$ cat src/rtl/multicycle_datapath.sv
// rtl/multicycle_datapath.sv - multicycle RV32I-subset datapath (FETCH/DECODE/EXEC/MEM/WB/HALT)
//
// Executes add, sub, and, or, slt, addi, lw, sw, beq and ecall (halt), one
// instruction at a time through a single registered FSM. Optional: define
// MULTICYCLE_BNE_EN to also decode bne; otherwise bne halts like any unknown
// opcode.
//
// Ports:
//   clock, reset           rising-edge clock, asynchronous active-high reset
//   imem_addr/imem_data    instruction fetch (address = PC, data combinational)
//   dmem_req/we/addr/wdata data request held until dmem_ready; addr[1:0] = 0
//   dmem_rdata/dmem_ready  load data and accept/complete strobe (MEM only)
//   halted                 high once HALT is entered
//   retired_count          completed instructions, wraps at 2^32
//   dbg_sel/dbg_data       combinational register-file peek (0 if out of range)

module multicycle_datapath #(
  parameter int          NUM_REGS   = 32,
  parameter logic [31:0] PC_RESET   = 32'h0000_0000,
  parameter int          ADDR_WIDTH = 32
) (
  input  logic                  clock,
  input  logic                  reset,
  output logic [ADDR_WIDTH-1:0] imem_addr,
  input  logic [31:0]           imem_data,
  output logic                  dmem_req,
  output logic                  dmem_we,
  output logic [ADDR_WIDTH-1:0] dmem_addr,
  output logic [31:0]           dmem_wdata,
  input  logic [31:0]           dmem_rdata,
  input  logic                  dmem_ready,
  output logic                  halted,
  output logic [31:0]           retired_count,
  input  logic [4:0]            dbg_sel,
  output logic [31:0]           dbg_data
);

  localparam int RIDX = $clog2(NUM_REGS);

  localparam logic [6:0] OP_R    = 7'h33;
  localparam logic [6:0] OP_ADDI = 7'h13;
  localparam logic [6:0] OP_LW   = 7'h03;
  localparam logic [6:0] OP_SW   = 7'h23;
  localparam logic [6:0] OP_BR   = 7'h63;

`ifdef MULTICYCLE_BNE_EN
  localparam bit BNE_EN = 1'b1;
`else
  localparam bit BNE_EN = 1'b0;
`endif

  typedef enum logic [2:0] {FETCH, DECODE, EXEC, MEM, WB, HALT} state_t;

  state_t      state;
  logic [31:0] pc;
  logic [31:0] ir;
  logic [31:0] rs1_val;
  logic [31:0] rs2_val;
  logic [31:0] imm;
  logic [31:0] alu_out;
  logic [31:0] mdr;
  logic [31:0] regs [NUM_REGS];

  logic [6:0] opcode;
  logic [2:0] funct3;
  logic [6:0] funct7;
  logic [4:0] rs1, rs2, rd;

  assign opcode = ir[6:0];
  assign rd     = ir[11:7];
  assign funct3 = ir[14:12];
  assign rs1    = ir[19:15];
  assign rs2    = ir[24:20];
  assign funct7 = ir[31:25];

  // x0 and indices beyond the implemented file are hard zero / not writable
  function automatic logic in_range(input logic [4:0] idx);
    return (idx != 5'd0) && (int'(idx) < NUM_REGS);
  endfunction

  logic [31:0] rs1_rd, rs2_rd;
  assign rs1_rd   = in_range(rs1)     ? regs[rs1[RIDX-1:0]]     : 32'd0;
  assign rs2_rd   = in_range(rs2)     ? regs[rs2[RIDX-1:0]]     : 32'd0;
  assign dbg_data = in_range(dbg_sel) ? regs[dbg_sel[RIDX-1:0]] : 32'd0;

  assign imem_addr  = ADDR_WIDTH'(pc);
  // alu_out and rs2_val are only reloaded in EXEC/DECODE, so both stay stable in MEM
  assign dmem_addr  = ADDR_WIDTH'({alu_out[31:2], 2'b00});
  assign dmem_wdata = rs2_val;

  logic dec_ok;
  always_comb begin
    dec_ok = 1'b0;
    case (opcode)
      OP_R:    dec_ok = ((funct7 == 7'h00) && (funct3 inside {3'b000, 3'b111, 3'b110, 3'b010}))
                     || ((funct7 == 7'h20) && (funct3 == 3'b000));
      OP_ADDI: dec_ok = (funct3 == 3'b000);
      OP_LW:   dec_ok = (funct3 == 3'b010);
      OP_SW:   dec_ok = (funct3 == 3'b010);
      OP_BR:   dec_ok = (funct3 == 3'b000) || (BNE_EN && (funct3 == 3'b001));
      default: dec_ok = 1'b0;
    endcase
  end

  logic [31:0] imm_dec;
  always_comb begin
    imm_dec = {{20{ir[31]}}, ir[31:20]};
    case (opcode)
      OP_SW:   imm_dec = {{20{ir[31]}}, ir[31:25], ir[11:7]};
      OP_BR:   imm_dec = {{19{ir[31]}}, ir[31], ir[7], ir[30:25], ir[11:8], 1'b0};
      default: imm_dec = {{20{ir[31]}}, ir[31:20]};
    endcase
  end

  logic [31:0] alu_res;
  always_comb begin
    alu_res = rs1_val + imm;
    if (opcode == OP_R) begin
      case (funct3)
        3'b000:  alu_res = funct7[5] ? (rs1_val - rs2_val) : (rs1_val + rs2_val);
        3'b111:  alu_res = rs1_val & rs2_val;
        3'b110:  alu_res = rs1_val | rs2_val;
        3'b010:  alu_res = {31'd0, $signed(rs1_val) < $signed(rs2_val)};
        default: alu_res = rs1_val + rs2_val;
      endcase
    end
  end

  // funct3[0] distinguishes bne from beq, so it inverts the equality test
  logic br_taken;
  assign br_taken = (rs1_val == rs2_val) ^ funct3[0];

  always_ff @(posedge clock or posedge reset) begin
    if (reset) begin
      state         <= FETCH;
      pc            <= PC_RESET;
      ir            <= 32'd0;
      rs1_val       <= 32'd0;
      rs2_val       <= 32'd0;
      imm           <= 32'd0;
      alu_out       <= 32'd0;
      mdr           <= 32'd0;
      dmem_req      <= 1'b0;
      dmem_we       <= 1'b0;
      halted        <= 1'b0;
      retired_count <= 32'd0;
      for (int i = 0; i < NUM_REGS; i++) regs[i] <= 32'd0;
    end else begin
      case (state)
        FETCH: begin
          ir    <= imem_data;
          state <= DECODE;
        end
        DECODE: begin
          rs1_val <= rs1_rd;
          rs2_val <= rs2_rd;
          imm     <= imm_dec;
          if (dec_ok) begin
            state <= EXEC;
          end else begin
            state  <= HALT;
            halted <= 1'b1;
          end
        end
        EXEC: begin
          alu_out <= alu_res;
          case (opcode)
            OP_LW, OP_SW: begin
              dmem_req <= 1'b1;
              dmem_we  <= (opcode == OP_SW);
              state    <= MEM;
            end
            OP_BR: begin
              pc            <= br_taken ? (pc + imm) : (pc + 32'd4);
              retired_count <= retired_count + 32'd1;
              state         <= FETCH;
            end
            default: state <= WB;
          endcase
        end
        MEM: begin
          if (dmem_ready) begin
            dmem_req <= 1'b0;
            dmem_we  <= 1'b0;
            if (dmem_we) begin
              pc            <= pc + 32'd4;
              retired_count <= retired_count + 32'd1;
              state         <= FETCH;
            end else begin
              mdr   <= dmem_rdata;
              state <= WB;
            end
          end
        end
        WB: begin
          if (in_range(rd)) regs[rd[RIDX-1:0]] <= (opcode == OP_LW) ? mdr : alu_out;
          pc            <= pc + 32'd4;
          retired_count <= retired_count + 32'd1;
          state         <= FETCH;
        end
        HALT:    state <= HALT;
        default: state <= HALT;
      endcase
    end
  end

endmodule

$ cat config.mk
export PLATFORM = sky130hd
export DESIGN_NAME = multicycle_datapath
export DESIGN_NICKNAME = d
export VERILOG_FILES = /design/src/rtl/multicycle_datapath.sv
export SDC_FILE = /design/constraint.sdc
export NUM_CORES = 2
export LEC_CHECK = 0
export ABC_AREA = 1
export CAP_MARGIN = 20
export CORE_ASPECT_RATIO = 2
export CORE_MARGIN = 5
export CORE_UTILIZATION = 32
export DETAILED_ROUTE_END_ITERATION = 10
export PLACE_DENSITY = 0.54
export SYNTH_ARGS = -nofsm -noshare
export SYNTH_HDL_FRONTEND = slang
export SYNTH_SLANG_ARGS = --single-unit
$ cat constraint.sdc
create_clock -name clock -period 76.3 [get_ports clock]
set_input_delay 15.26 -clock clock [delete_from_list [all_inputs] [get_ports clock]]
set_output_delay 15.26 -clock clock [all_outputs]
set_load 0.02 [all_outputs]
# ---- Word-level counts from Yosys, hierarchy flattened
# Index checks and enable logic that the tools add are counted.
dict set report totals {
  memories 0
  mem_bits_rw 0
  ff_bits 1267
  in_bits 72
  latchBits 0
  output_inout_bits 163
  word_cells 144
  rom_bits 0
}
dict set report classes {
  reduce_logical 21
  n_eq_ne 18
  n_div 0
  shift 0
  mul 0
  mux 40
  magnitude_cmp 6
  addsub 6
  n_bitwise 9
}
# cell n
set op_table {}
lappend op_table {{$bwmux W1024} 1}
lappend op_table {{$mux W32} 20}
lappend op_table {{$bmux W32 S5} 3}
lappend op_table {{$pmux W32 S3} 2}
lappend op_table {{$demux W32 S5} 1}
lappend op_table {{$pmux W32 S4} 1}
lappend op_table {{$add A32 B32 Y32} 3}
lappend op_table {{$add A32 B1 Y32 const B} 1}
lappend op_table {{$add A32 B3 Y32 const B} 1}
lappend op_table {{$and A32 B32 Y32} 1}
lappend op_table {{$eq A32 B32 Y1} 1}
lappend op_table {{$lt A32 B32 Y1} 1}
lappend op_table {{$or A32 B32 Y32} 1}
lappend op_table {{$sub A32 B32 Y32} 1}
lappend op_table {{$ge A6 B6 Y1 const B} 4}
lappend op_table {{$not A5 Y6} 4}
lappend op_table {{$pmux W12 S2} 1}
lappend op_table {{$eq A7 B6 Y1 const B} 3}
lappend op_table {{$reduce_bool A5 Y1} 4}
lappend op_table {{$pmux W3 S5} 1}
lappend op_table {{$eq A3 B2 Y1 const B} 3}
lappend op_table {{$eq A3 B3 Y1 const B} 3}
lappend op_table {{$mux W3} 3}
lappend op_table {{$ne A2 B2 Y1 const B} 4}
lappend op_table {{22 further kinds} 32}

# ---- Depth between registers and ports, before layout
dict set report depth {
  word_depth 7
  depth_mapped 20
  ltp_nobuf 19
}

# ---- Least setup slack after synthesis
# OpenSTA, ideal clock, no wires.
dict set report synth_path {
  path_type {input to output}
  start {in dbg_sel[0]}
  end {out dbg_data[27]}
  cell_stages 9
  required_time_ns 61.040
  path_slack_ns 44.078
  n_path_buf 4
  arrival_time_ns 16.962
  path_cell_list {inv_1 > buf_2 > buf_2 > clkbuf_1 > clkbuf_1 > o21ai_0 > o211ai_1 > nand3_1 > a31oi_1}
}
dict set report synth_between {
  elab_chain_len 5
  word_cells_on_any_way 6
  classes_between {4 x mux; 1 x bitwise; 1 x reduce/logical}
}
# item line
set synth_lines {}
lappend synth_lines {{start, declared} 34} ;# input logic [4:0] dbg_sel,
lappend synth_lines {{$not A5 Y6 (not written as such)} 84} ;# assign dbg_data = in_range(dbg_sel) ? regs[dbg_sel[RIDX-1:0]] : 32'd0;
lappend synth_lines {{$bmux W32 S5} 84}
lappend synth_lines {{$mux W32 (not written as such) (2 in a row)} 84}
lappend synth_lines {{$mux W32 (*)} 84}
lappend synth_lines {{end, declared} 35} ;# output logic [31:0] dbg_data
# Every way passes the cells marked *; elsewhere a longest branch is shown, timed or not. The select of a mux whose other input is x is not followed.

# ---- Worst setup path after layout
dict set report layout_path {
  start {in dbg_sel[0]}
  end {out dbg_data[23]}
}
# The elaborated chain is that of the path after synthesis.

==> qor.csv <==
stage;metric;value;unit
floorplan;io_pins;235;
logic_synthesis;ys_seq_elements;1267;
power_and_ir_drop;finalPower;0.003591;W
logic_synthesis;synth_seq_area_share;37.60;%
detailed_routing;dr.pass1.iters;9;
power_and_ir_drop;powerDensity;38.54;nW/um^2
final_layout;final_net_count;11860;
worst_setup_path;worstPathRequired;61.04;ns
logic_synthesis;ys_warn_count;0;
power_and_ir_drop;netSwitchingFraction;53.36;%
clock_tree;root_buffer;clkbuf_16;
power_and_ir_drop;power_frac_seq;25.5;%
floorplan;row_count;266;
logic_synthesis;ys_async_sr_fraction;100.0;%
clock_tree;cts_max_level;3;
detailed_routing;drt_iter0_markers;10720;
worst_setup_path;critPathKind;input port to output port;
detailed_routing;viasPerCell;5.897;
timing;setup_violations;0;
timing;tightest_slew;1.187;ns
power_and_ir_drop;leakage;38.95;nW
floorplan;start_util;32.15;%
final_layout;stdcell_count;15210;
timing;slew_violations;0;
placement;dp_hpwl;261300;um
logic_synthesis;synthesis.instances;12170;
detailed_routing;ant_nets;0;
power_and_ir_drop;switching_power;0.001916;W
placement;io_buffers;232;
timing;rsz0062_at_grt;false;
clock_tree;cts.reportedPaths.clkPinSlew;0.07;ns
detailed_routing;routed_wl;408700;um
power_and_ir_drop;combPwrFrac;55.5;%
placement;place_inst;14970;
hold_path;hold_depth;0;
worst_setup_path;reg2regPathDepth;9;
detailed_routing;wl_per_cell;26.87;um
detailed_routing;vias;89720;
clock_tree;numCtsBuffers;121;
final_layout;num-fill-cells;28340;
status;status;finished, final reports clean;
timing;max-slew-margin-rel;20.66;%
power_and_ir_drop;ir_drop;31.46;uV
floorplan;fp.dieW;373.0;um
grt;grt_pass1_vias;85120;
floorplan;core;262300;um^2
worst_setup_path;timing.rr.start;ir[21]$_DFFE_PP0P_;
clock_tree;hold_buffers;0;
timing;fin_crit;35.89;ns
clock_tree;clkLatencyLatePin;0.84;ns
grt;track_usage;28.48;%
logic_synthesis;yosysUniqueCellTypes;66;
flow_run;max_cap_violations;0;
timing;post-route-period-util;47.03;%
worst_setup_path;worst_setup_path_end_kind;output port;
timing;hold_violations;0;
detailed_routing;drc;0;
grt;grt-ovfl-total;0;
worst_setup_path;reg2reg_setup_slack;71.06;ns
clock_tree;cts.sink_count;1267;
floorplan;die_area;274500;um^2
hold_path;hold_path.class;register to register;
timing;fmax;27.87;MHz
clock_tree;post_cts_buffers;0;
logic_synthesis;netlist.area_leader.share;37.60;%
final_layout;drive_above_1_share;5.110;%
worst_setup_path;crit_arrival;20.63;ns
power_and_ir_drop;internal-power;0.001675;W
logic_synthesis;synth.area.top_cells;dfrtp_1 38%, o21ai_0 16%, nand2_1 11%, nor2_1 5.0%, a21oi_1 4.3%;
logic_synthesis;synth_edf_count;0;
clock_tree;cts_resized;0;
grt;grt_max_degree;201;
clock_tree;clockBufferDepth;3;
clock_tree;cts_tree;built;
logic_synthesis;synth_common_cells;2648 x o21ai_0, 2552 x nand2_1, 1267 x dfrtp_1;
logic_synthesis;synth_area_per_cell;6.930;um^2
final_layout;syn2layout_area_growth;10.50;%
grt;antenna_found_initial;31;
worst_setup_path;crit_path_start_kind;input port;
logic_synthesis;yosysMostFrequentCell;o21ai_0;
logic_synthesis;syn_area;84310;um^2
hold_path;hold_end;regs[998]$_DFFE_PP0P_;
logic_synthesis;yosysTopAreaCell;dfrtp_1;
final_layout;post-route-util;35.52;%
worst_setup_path;timing.rr.end;dmem_wdata[25]$_DFFE_PP0P_;
hold_path;hp-start;regs[998]$_DFFE_PP0P_;
grt;grt_pass1_wl;591000;um
final_layout;multi_input_area;45810;um^2
placement;finalWeightedCongestion;0.9948;
final_layout;seq_area;31740;um^2
timing;hold_ws;0.4020;ns
floorplan;chipHeight;735.9;um
worst_setup_path;crit_fanout;200;
timing;skew;0.09390;ns
logic_synthesis;synth-main-ff-cell;dfrtp_1;
timing;setup_tns;0;ns
power_and_ir_drop;clockPowerShare;19.1;%
-- cell type report --
cell class	instances	area share, %
clock buffer	155	3.613
clock inverter	74	1.088
tap	3484	4.679
antenna	7	0.01880
timing repair buffer	408	4.104
sequential	1267	34.07
multi-input combinational	9030	49.17
inverter	788	3.257
-- flip-flops by register name, indices dropped and copies added, names as in the netlist --
register,count
mdr,32
regs,1024
retired_count,32
imm,13
state,3
rs1_val,32
alu_out,32
dmem_req,1
dmem_we,1
imem_addr,32
halted,1
ir,32
dmem_wdata,32
-- layer usage --
layer	global-route usage [%]	up-vias	share of wire [%]
li1	-	40320	-
met1	32.72	43140	36
met2	48.80	4836	48
met3	4.741	1396	7.8
met4	18.89	26	8.0
met5	0	-	0.042
-- worst max-delay path by stage --
stage	start	endpoint	slack, ns
floorplan	reset	alu_out[0]$_DFFE_PP0P_	25.33
global placement	dbg_sel[0]	dbg_data[25]	40.50
detailed placement	dbg_sel[0]	dbg_data[25]	40.41
CTS	dbg_sel[0]	dbg_data[25]	40.39
global route	dbg_sel[0]	dbg_data[25]	40.25
finish	dbg_sel[0]	dbg_data[23]	40.41
-- cell families after synthesis --
logic type	synth area share [%]
flops	37.60
other cells	0.004448
xor+xnor	0.8637
mux	0.7168
buf+inv	8.646
compound gates	28.93
fa+ha+maj	2.603
simple gates	20.63
-- worst max-delay path, stage by stage --
cell and delay, ns:
buf_8 0.30, inv_8 0.56, buf_12 0.55, buf_4 0.81
buf_4 0.61, o21ai_0 0.15, o211ai_1 0.22, nand3_1 0.10
a31oi_1 0.76, clkdlybuf4s50_1 0.77
-- cell usage in the layout, fill, tap and decap left out, types with 63 or more instances in the layout --
| cell | instances |
|---|---|
| nand2_1 | 2520 |
| o21ai_0 | 2645 |
| o22ai_1 | 242 |
| dfrtp_1 | 1257 |
| ha_1 | 169 |
| clkbuf_16 | 121 |
| buf_4 | 159 |
| a221oi_1 | 63 |
| clkdlybuf4s50_1 | 227 |
| nand3_1 | 444 |
| nor3_1 | 72 |
| nor2_1 | 1126 |
| inv_1 | 767 |
| o211ai_1 | 175 |
| nand4_1 | 70 |
| a21oi_1 | 732 |
| o221ai_1 | 120 |
-- power groups by stage --
stage,Clock (W),Sequential [W],Combinational [W]
6_report,0.000685,0.000914,0.00199
5_1_grt,0.000719,0.000921,0.00213
4_1_cts,0.000698,0.000908,0.00194
3_5_place_dp,0,0.000920,0.00193
3_3_place_gp,0,0.000921,0.00193
2_1_floorplan,0,0.000853,0.00122
-- stage by stage --
step                      cell area (um^2)  setup slack [ns]
after floorplan                      84320             25.33
final                                93170             40.41
after global routing                 93160             40.25
after CTS                            93140             40.39
after global placement               88730             40.50
after detailed placement             88760             40.41
Power figures use the tool's default switching activity.
